==> src/rtl/corner_editor.sv <==
// corner_editor: manual quadrilateral corner adjustment stage.
//
// Loads four auto-detected corners on a one-cycle set_corners_i pulse, with
// each coordinate clamped to X_MAX/Y_MAX. While edit_enable_i is high, the
// user cycles the selected corner with button_select_i and moves it with the
// direction buttons. Every result is clamped to [0, MAX] and never wraps.
//
// Build option: define CORNER_EDITOR_AUTOREPEAT_EN to build hold-to-repeat.
// The first step comes immediately, the next after REPEAT_DELAY cycles, then
// one every REPEAT_PERIOD cycles. Without the macro, each change of the
// direction vector gives exactly one step and no counter is built.
//
// Ports:
//   clk_i, reset_ni        clock, asynchronous active-low reset
//   set_corners_i          one-cycle load pulse; takes priority over edits
//   edit_enable_i          high while manual editing is permitted
//   auto_corners_i         4 x {y, x}; corner i x at [i*(XW+YW) +: XW]
//   button_*_i             debounced button levels
//   corners_o              edited corners, same packing as auto_corners_i
//   selected_o             index of the corner being edited
//   corners_valid_o        high once corners have been loaded
module corner_editor #(
  parameter int unsigned X_WIDTH       = 10,
  parameter int unsigned Y_WIDTH       = 10,
  parameter int unsigned X_MAX         = 639,
  parameter int unsigned Y_MAX         = 479,
  parameter int unsigned STEP          = 1,
  parameter int unsigned REPEAT_DELAY  = 32500000,
  parameter int unsigned REPEAT_PERIOD = 3250000
) (
  input  logic                               clk_i,
  input  logic                               reset_ni,
  input  logic                               set_corners_i,
  input  logic                               edit_enable_i,
  input  logic [4*(X_WIDTH+Y_WIDTH)-1:0]     auto_corners_i,
  input  logic                               button_select_i,
  input  logic                               button_up_i,
  input  logic                               button_down_i,
  input  logic                               button_left_i,
  input  logic                               button_right_i,
  output logic [4*(X_WIDTH+Y_WIDTH)-1:0]     corners_o,
  output logic [1:0]                         selected_o,
  output logic                               corners_valid_o
);

  localparam int unsigned CW = X_WIDTH + Y_WIDTH;

  localparam logic [X_WIDTH-1:0]        XMax  = X_WIDTH'(X_MAX);
  localparam logic [Y_WIDTH-1:0]        YMax  = Y_WIDTH'(Y_MAX);
  localparam logic signed [X_WIDTH:0]   XMaxS = (X_WIDTH+1)'(X_MAX);
  localparam logic signed [Y_WIDTH:0]   YMaxS = (Y_WIDTH+1)'(Y_MAX);
  localparam logic signed [X_WIDTH:0]   XStep = (X_WIDTH+1)'(STEP);
  localparam logic signed [Y_WIDTH:0]   YStep = (Y_WIDTH+1)'(STEP);

  // Corner state
  logic [X_WIDTH-1:0] cx_q [4];
  logic [X_WIDTH-1:0] cx_d [4];
  logic [Y_WIDTH-1:0] cy_q [4];
  logic [Y_WIDTH-1:0] cy_d [4];
  logic [1:0]         selected_q, selected_d;
  logic               valid_q, valid_d;

  // Previous button levels, sampled every cycle regardless of enable
  logic               select_prev_q;
  logic [3:0]         dir_q;
  logic [3:0]         dir;

  logic               sel_edge;
  logic               dir_new;
  logic               step_fire;

  // Unpacked auto-detected corners
  logic [X_WIDTH-1:0] auto_x [4];
  logic [Y_WIDTH-1:0] auto_y [4];

  // Stepped coordinates of the selected corner
  logic signed [X_WIDTH:0] x_cur, x_sum;
  logic signed [Y_WIDTH:0] y_cur, y_sum;
  logic [X_WIDTH-1:0]      x_new;
  logic [Y_WIDTH-1:0]      y_new;

  // D = {up, down, left, right}
  assign dir      = {button_up_i, button_down_i, button_left_i, button_right_i};
  assign dir_new  = (dir != 4'b0000) && (dir != dir_q);
  assign sel_edge = edit_enable_i && button_select_i && !select_prev_q;

  always_comb begin
    for (int i = 0; i < 4; i++) begin
      auto_x[i] = auto_corners_i[i*CW +: X_WIDTH];
      auto_y[i] = auto_corners_i[i*CW+X_WIDTH +: Y_WIDTH];
    end
  end

`ifdef CORNER_EDITOR_AUTOREPEAT_EN
  localparam int unsigned CntMax = (REPEAT_DELAY > REPEAT_PERIOD) ? REPEAT_DELAY : REPEAT_PERIOD;
  localparam int unsigned CntW   = (CntMax > 1) ? $clog2(CntMax) : 1;

  typedef enum logic [1:0] {
    StIdle,
    StDelay,
    StRepeat
  } state_e;

  state_e          state_q, state_d;
  logic [CntW-1:0] cnt_q, cnt_d;

  // State register
  always_ff @(posedge clk_i or negedge reset_ni) begin
    if (!reset_ni) begin
      state_q <= StIdle;
      cnt_q   <= '0;
    end else begin
      state_q <= state_d;
      cnt_q   <= cnt_d;
    end
  end

  // Next-state logic
  always_comb begin
    state_d = state_q;
    cnt_d   = cnt_q;
    if (set_corners_i || !edit_enable_i || (dir == 4'b0000)) begin
      state_d = StIdle;
    end else if (dir_new) begin
      // A fresh press or a change mid-hold restarts the delay
      state_d = StDelay;
      cnt_d   = CntW'(REPEAT_DELAY - 1);
    end else begin
      unique case (state_q)
        StDelay, StRepeat: begin
          if (cnt_q == '0) begin
            state_d = StRepeat;
            cnt_d   = CntW'(REPEAT_PERIOD - 1);
          end else begin
            cnt_d = cnt_q - 1'b1;
          end
        end
        // Held since before enable rose: wait for D to change
        default: state_d = StIdle;
      endcase
    end
  end

  // Output logic: step strobe
  always_comb begin
    step_fire = 1'b0;
    if (edit_enable_i && (dir != 4'b0000)) begin
      if (dir_new) begin
        step_fire = 1'b1;
      end else if ((state_q != StIdle) && (cnt_q == '0)) begin
        step_fire = 1'b1;
      end
    end
  end
`else
  // One step per change of the direction vector; repeat timing is not built
  assign step_fire = edit_enable_i && dir_new;

  logic unused_repeat_cfg;
  assign unused_repeat_cfg = ^{REPEAT_DELAY, REPEAT_PERIOD};
`endif

  // Step arithmetic on the selected corner, one bit wider and signed
  always_comb begin
    x_cur = $signed({1'b0, cx_q[selected_q]});
    y_cur = $signed({1'b0, cy_q[selected_q]});
    x_sum = x_cur;
    y_sum = y_cur;
    // Opposing buttons on one axis cancel; the other axis is unaffected
    if (button_left_i && !button_right_i) x_sum = x_cur - XStep;
    if (button_right_i && !button_left_i) x_sum = x_cur + XStep;
    if (button_up_i && !button_down_i)    y_sum = y_cur - YStep;
    if (button_down_i && !button_up_i)    y_sum = y_cur + YStep;

    if (x_sum[X_WIDTH])      x_new = '0;
    else if (x_sum > XMaxS)  x_new = XMax;
    else                     x_new = x_sum[X_WIDTH-1:0];

    if (y_sum[Y_WIDTH])      y_new = '0;
    else if (y_sum > YMaxS)  y_new = YMax;
    else                     y_new = y_sum[Y_WIDTH-1:0];
  end

  // Corner / selection next state; load wins over any edit
  always_comb begin
    for (int i = 0; i < 4; i++) begin
      cx_d[i] = cx_q[i];
      cy_d[i] = cy_q[i];
    end
    selected_d = selected_q;
    valid_d    = valid_q;
    if (set_corners_i) begin
      for (int i = 0; i < 4; i++) begin
        cx_d[i] = (auto_x[i] > XMax) ? XMax : auto_x[i];
        cy_d[i] = (auto_y[i] > YMax) ? YMax : auto_y[i];
      end
      selected_d = 2'd0;
      valid_d    = 1'b1;
    end else begin
      // The step uses the current selection; a new selection applies next cycle
      if (step_fire) begin
        cx_d[selected_q] = x_new;
        cy_d[selected_q] = y_new;
      end
      if (sel_edge) begin
        selected_d = selected_q + 2'd1;
      end
    end
  end

  always_ff @(posedge clk_i or negedge reset_ni) begin
    if (!reset_ni) begin
      for (int i = 0; i < 4; i++) begin
        cx_q[i] <= '0;
        cy_q[i] <= '0;
      end
      selected_q    <= 2'd0;
      valid_q       <= 1'b0;
      select_prev_q <= 1'b0;
      dir_q         <= 4'b0000;
    end else begin
      for (int i = 0; i < 4; i++) begin
        cx_q[i] <= cx_d[i];
        cy_q[i] <= cy_d[i];
      end
      selected_q    <= selected_d;
      valid_q       <= valid_d;
      select_prev_q <= button_select_i;
      dir_q         <= dir;
    end
  end

  always_comb begin
    for (int i = 0; i < 4; i++) begin
      corners_o[i*CW +: X_WIDTH]         = cx_q[i];
      corners_o[i*CW+X_WIDTH +: Y_WIDTH] = cy_q[i];
    end
  end

  assign selected_o      = selected_q;
  assign corners_valid_o = valid_q;

endmodule

==> config.mk <==
export PLATFORM = sky130hd
export DESIGN_NAME = corner_editor
export DESIGN_NICKNAME = d
export VERILOG_FILES = /design/src/rtl/corner_editor.sv
export SDC_FILE = /design/constraint.sdc
export NUM_CORES = 1
export LEC_CHECK = 0
export ABC_AREA = 1
export CAP_MARGIN = 20
export CORE_MARGIN = 5
export CORE_UTILIZATION = 28
export CTS_BUF_LIST = sky130_fd_sc_hd__clkbuf_4
export DETAILED_ROUTE_END_ITERATION = 10
export MAX_ROUTING_LAYER = met4
export PLACE_DENSITY = 0.63
export SLEW_MARGIN = 30
export SYNTH_ARGS = -nofsm -noshare
export SYNTH_HDL_FRONTEND = slang
export SYNTH_SLANG_ARGS = --single-unit
==> constraint.sdc <==
create_clock -name clk_i -period 2.6 [get_ports clk_i]
set_input_delay 0.26 -clock clk_i [delete_from_list [all_inputs] [get_ports clk_i]]
set_output_delay 0.26 -clock clk_i [all_outputs]
set_load 0.02 [all_outputs]
==> impl_metrics.ini <==
[run_status]
status = finished clean

[logic_synthesis]
synth_top_family_by_area = simple AND/OR/NAND/NOR gates
synth_fa_ha_area_share_pct = 1.569
muxShareOfSynthArea_pct = 0
synth_compound_area_share_pct = 10.55
ys_seq_area_share_pct = 34.51
synth.avg_cell_area_sq_um = 6.299
synth_area_leaders = dfrtp_1, nand2_1, nand3_1, inv_1, o21ai_0
synth_cell_types = 37
synth_xor_area_share_pct = 1.510
synthesis.nets = 1110
synth_top_area_share_pct = 34.51
synthesis.area_sq_um = 6381
yosysWarnings = 0
synth_cells = 1013
synth_simple_gate_area_share_pct = 41.43
synth_seq_cells = 88
yosysTopAreaCell = dfrtp_1

[floorplanning]
die_h_um = 161.0
rows = 55
core_sq_um = 22570
die_x_um = 161.0
initial_core_util_pct = 28.27
dieArea_sq_um = 25910
ios = 172

[finish]
layout_commonest_cell = nand2_1
syn2layout_area_growth_pct = 47.94
finalNonFillerCells = 1537
drive_gt1_share_pct = 15.03
final_cell_mix = nand2_1, clkdlybuf4s50_1, inv_1, nand3_1, dfrtp_1
nets = 1345
multi_input_area_sq_um = 3775
fin_area_sq_um = 9440
fillerInstances = 2352
regArea_sq_um = 2203

[global_routing]
grt_start_max_net_pins = 56
grt_pass1_wl_um = 40980
grt_util_all_layers_pct = 20.61
grt_pass1_vias = 7135
antenna_found_initial = 1
overflow = 0

[job]
cap_violations = 0

[clock_tree]
cts_max_level = 3
cts_tree = yes
cts_max_path_buffers = 2
cts-buffers-inserted = 9
numClockSinks = 88
insertion_delay_ns = 0.49
cts-root-buf = clkbuf_4
path_clk_slew_ns = 0.13

[sta]
clock-skew-final_ns = 0.02820
maxSlewViolCount = 0
period_minus_slack_ns = 2.488
setup_viol = 0
max_slew_margin_pct = 59.64
min_period_over_period_pct = 95.68
rsz0062_at_grt = true
fmax_mhz = 402.0
worst_pin_slew_ns = 0.6031
hold_viol_final = 0

[pwr]
vdd_drop_max_v = 0.0001567
p_leak_nw = 4.675
power_per_cell_area_nw_per_um2 = 490.1

[drt]
drcViolationCount = 0
vias = 7496
drt-total-wl_um = 27270
ant_nets = 0
wl_per_cell_um = 17.74
routed_via_density = 4.877
drt_iter0_drc = 728
dr.pass1.iters = 5

[placement]
io_buffers = 171
placed_area_sq_um = 8921
gp_congestion = 0.9644
hpwl_um = 20610
dp_cells = 1512

[worst_setup_path]
cp-start-kind = flip-flop
cp-end-kind = flip-flop
crit_fanout = 11
crit_required_ns = 2.97
critical_path_class = flip-flop to flip-flop
worstPathArrival_ns = 2.85

[hold_path]
hold_class = primary input to flip-flop
-- layout make-up --
type,count,area share [%]
inverter,126,5.156
clock buffer,9,0.7157
tap,285,3.777
timing repair inverter,1,0.05302
antenna,1,0.02651
multi-input combinational,763,39.99
timing repair buffer,259,26.41
sequential,88,23.34
clock inverter,5,0.5302
-- report_power, final --
part	leakage (nW)	internal [W]	switching, W
Clock	0.0712	0.000277	0.000485
Combinational	3.58	0.000922	0.00125
Sequential	1.02	0.00152	0.000164
Total	4.67	0.00272	0.00190
-- synth_stat cells --
library cell and instances:
nand2_1 392, inv_1 121, nand3_1 121, dfrtp_1 88, o21ai_0 84, nor2_1 65
clkbuf_1 20, a31oi_1 13, a21oi_1 12, nand4_1 11, nand2_2 10, buf_2 8
ha_1 8, nand3_2 7, xor2_1 7, o211ai_1 5, buf_4 4, buf_6 4
nor3_1 4, xnor2_1 4, nor2_2 3, o21ai_1 3, clkinv_1 2, inv_2 2
nor3_2 2, or2_2 2, a21boi_0 1, a221oi_1 1, a32oi_2 1, and2_1 1
inv_4 1, nand2_4 1, nand4_4 1, nor2_4 1, o21ai_2 1, o221ai_1 1
o32ai_1 1
-- critical path: stages (launching register included) --
cell and delay [ns]:
dfrtp_1 0.44, buf_6 0.19, buf_12 0.15, nand2_1 0.07, nand2_1 0.07, nand2_1 0.04
nand2_1 0.08, ha_2 0.19, nand3_2 0.11, nor2_4 0.17, nand2_2 0.08, nand2_1 0.06
nand2_1 0.08, nand2_2 0.10, nor2_4 0.05, nand4_4 0.09, buf_12 0.16, nand3_4 0.09
nand2_1 0.07, nand2_1 0.05
-- final timing paths --
kind | from | endpoint | slack (ns) | depth (start not counted)
min | button_select_i | select_prev_q | 0.26 | 1
min in group asynchronous | reset_ni | corners_o[22] | 0.30 | 2
max | selected_o[0] | corners_o[50] | 0.11 | 19
min reg2reg | corners_valid_o | corners_valid_o | 0.51 | 1
max reg2reg | selected_o[0] | corners_o[50] | 0.11 | 19
max in group asynchronous | reset_ni | corners_o[55] | 1.64 | 3
-- timing repair --
item                                    in CTS  in global routing
hold buffers                                 1                  0
resized for setup                            2                 76
gates cloned                                 0                  3
endpoints found under the setup margin       2                 76
pin swaps                                    0                 14
setup buffers                                0                  6
hold endpoints to repair                    44                  0
-- per-stage QoR --
stage / power (W) / setup slack [ns] / setup TNS [ns] / hold WS (ns) / utilization (%)
after floorplan: 0.002733 / 0.2251 / 0 / -0.03559 / -
after global placement: 0.003730 / 0.06664 / 0 / 0.2975 / 39.52
after detailed placement: 0.003729 / -0.007981 / -0.01774 / 0.2951 / 39.52
after CTS: 0.004498 / 0.03586 / 0 / 0.2387 / 40.12
after global routing: 0.004927 / -0.07485 / -2.011 / 0.2592 / 41.82
final: 0.004627 / 0.1122 / 0 / 0.2642 / 41.82
-- registers in the layout, indices dropped and copies added, names as in the netlist --
signal / count
corners_o: 80
corners_valid_o: 1
dir_q: 4
select_prev_q: 1
selected_o: 2
-- logic make-up after synthesis --
kind of cell | count (synthesis)
AND/OR/NAND/NOR | 621
flip-flops | 88
buffers and inverters | 162
AO/OA/AOI/OAI | 123
adder cells (fa/ha/maj) | 8
XOR/XNOR | 11
-- layer usage --
layer / vias to the layer above / share of wire, % / global-route usage, % / wire length [um]
li1: 3686 / - / - / -
met1: 3465 / 48 / 30.08 / 13110
met3: 32 / 7.1 / 2.925 / 1934
met2: 313 / 43 / 29.78 / 11720
met4: 0 / 1.8 / 5.739 / 498
met5: - / 0 / - / 0
Note: power is estimated with default switching activity, not from simulation.
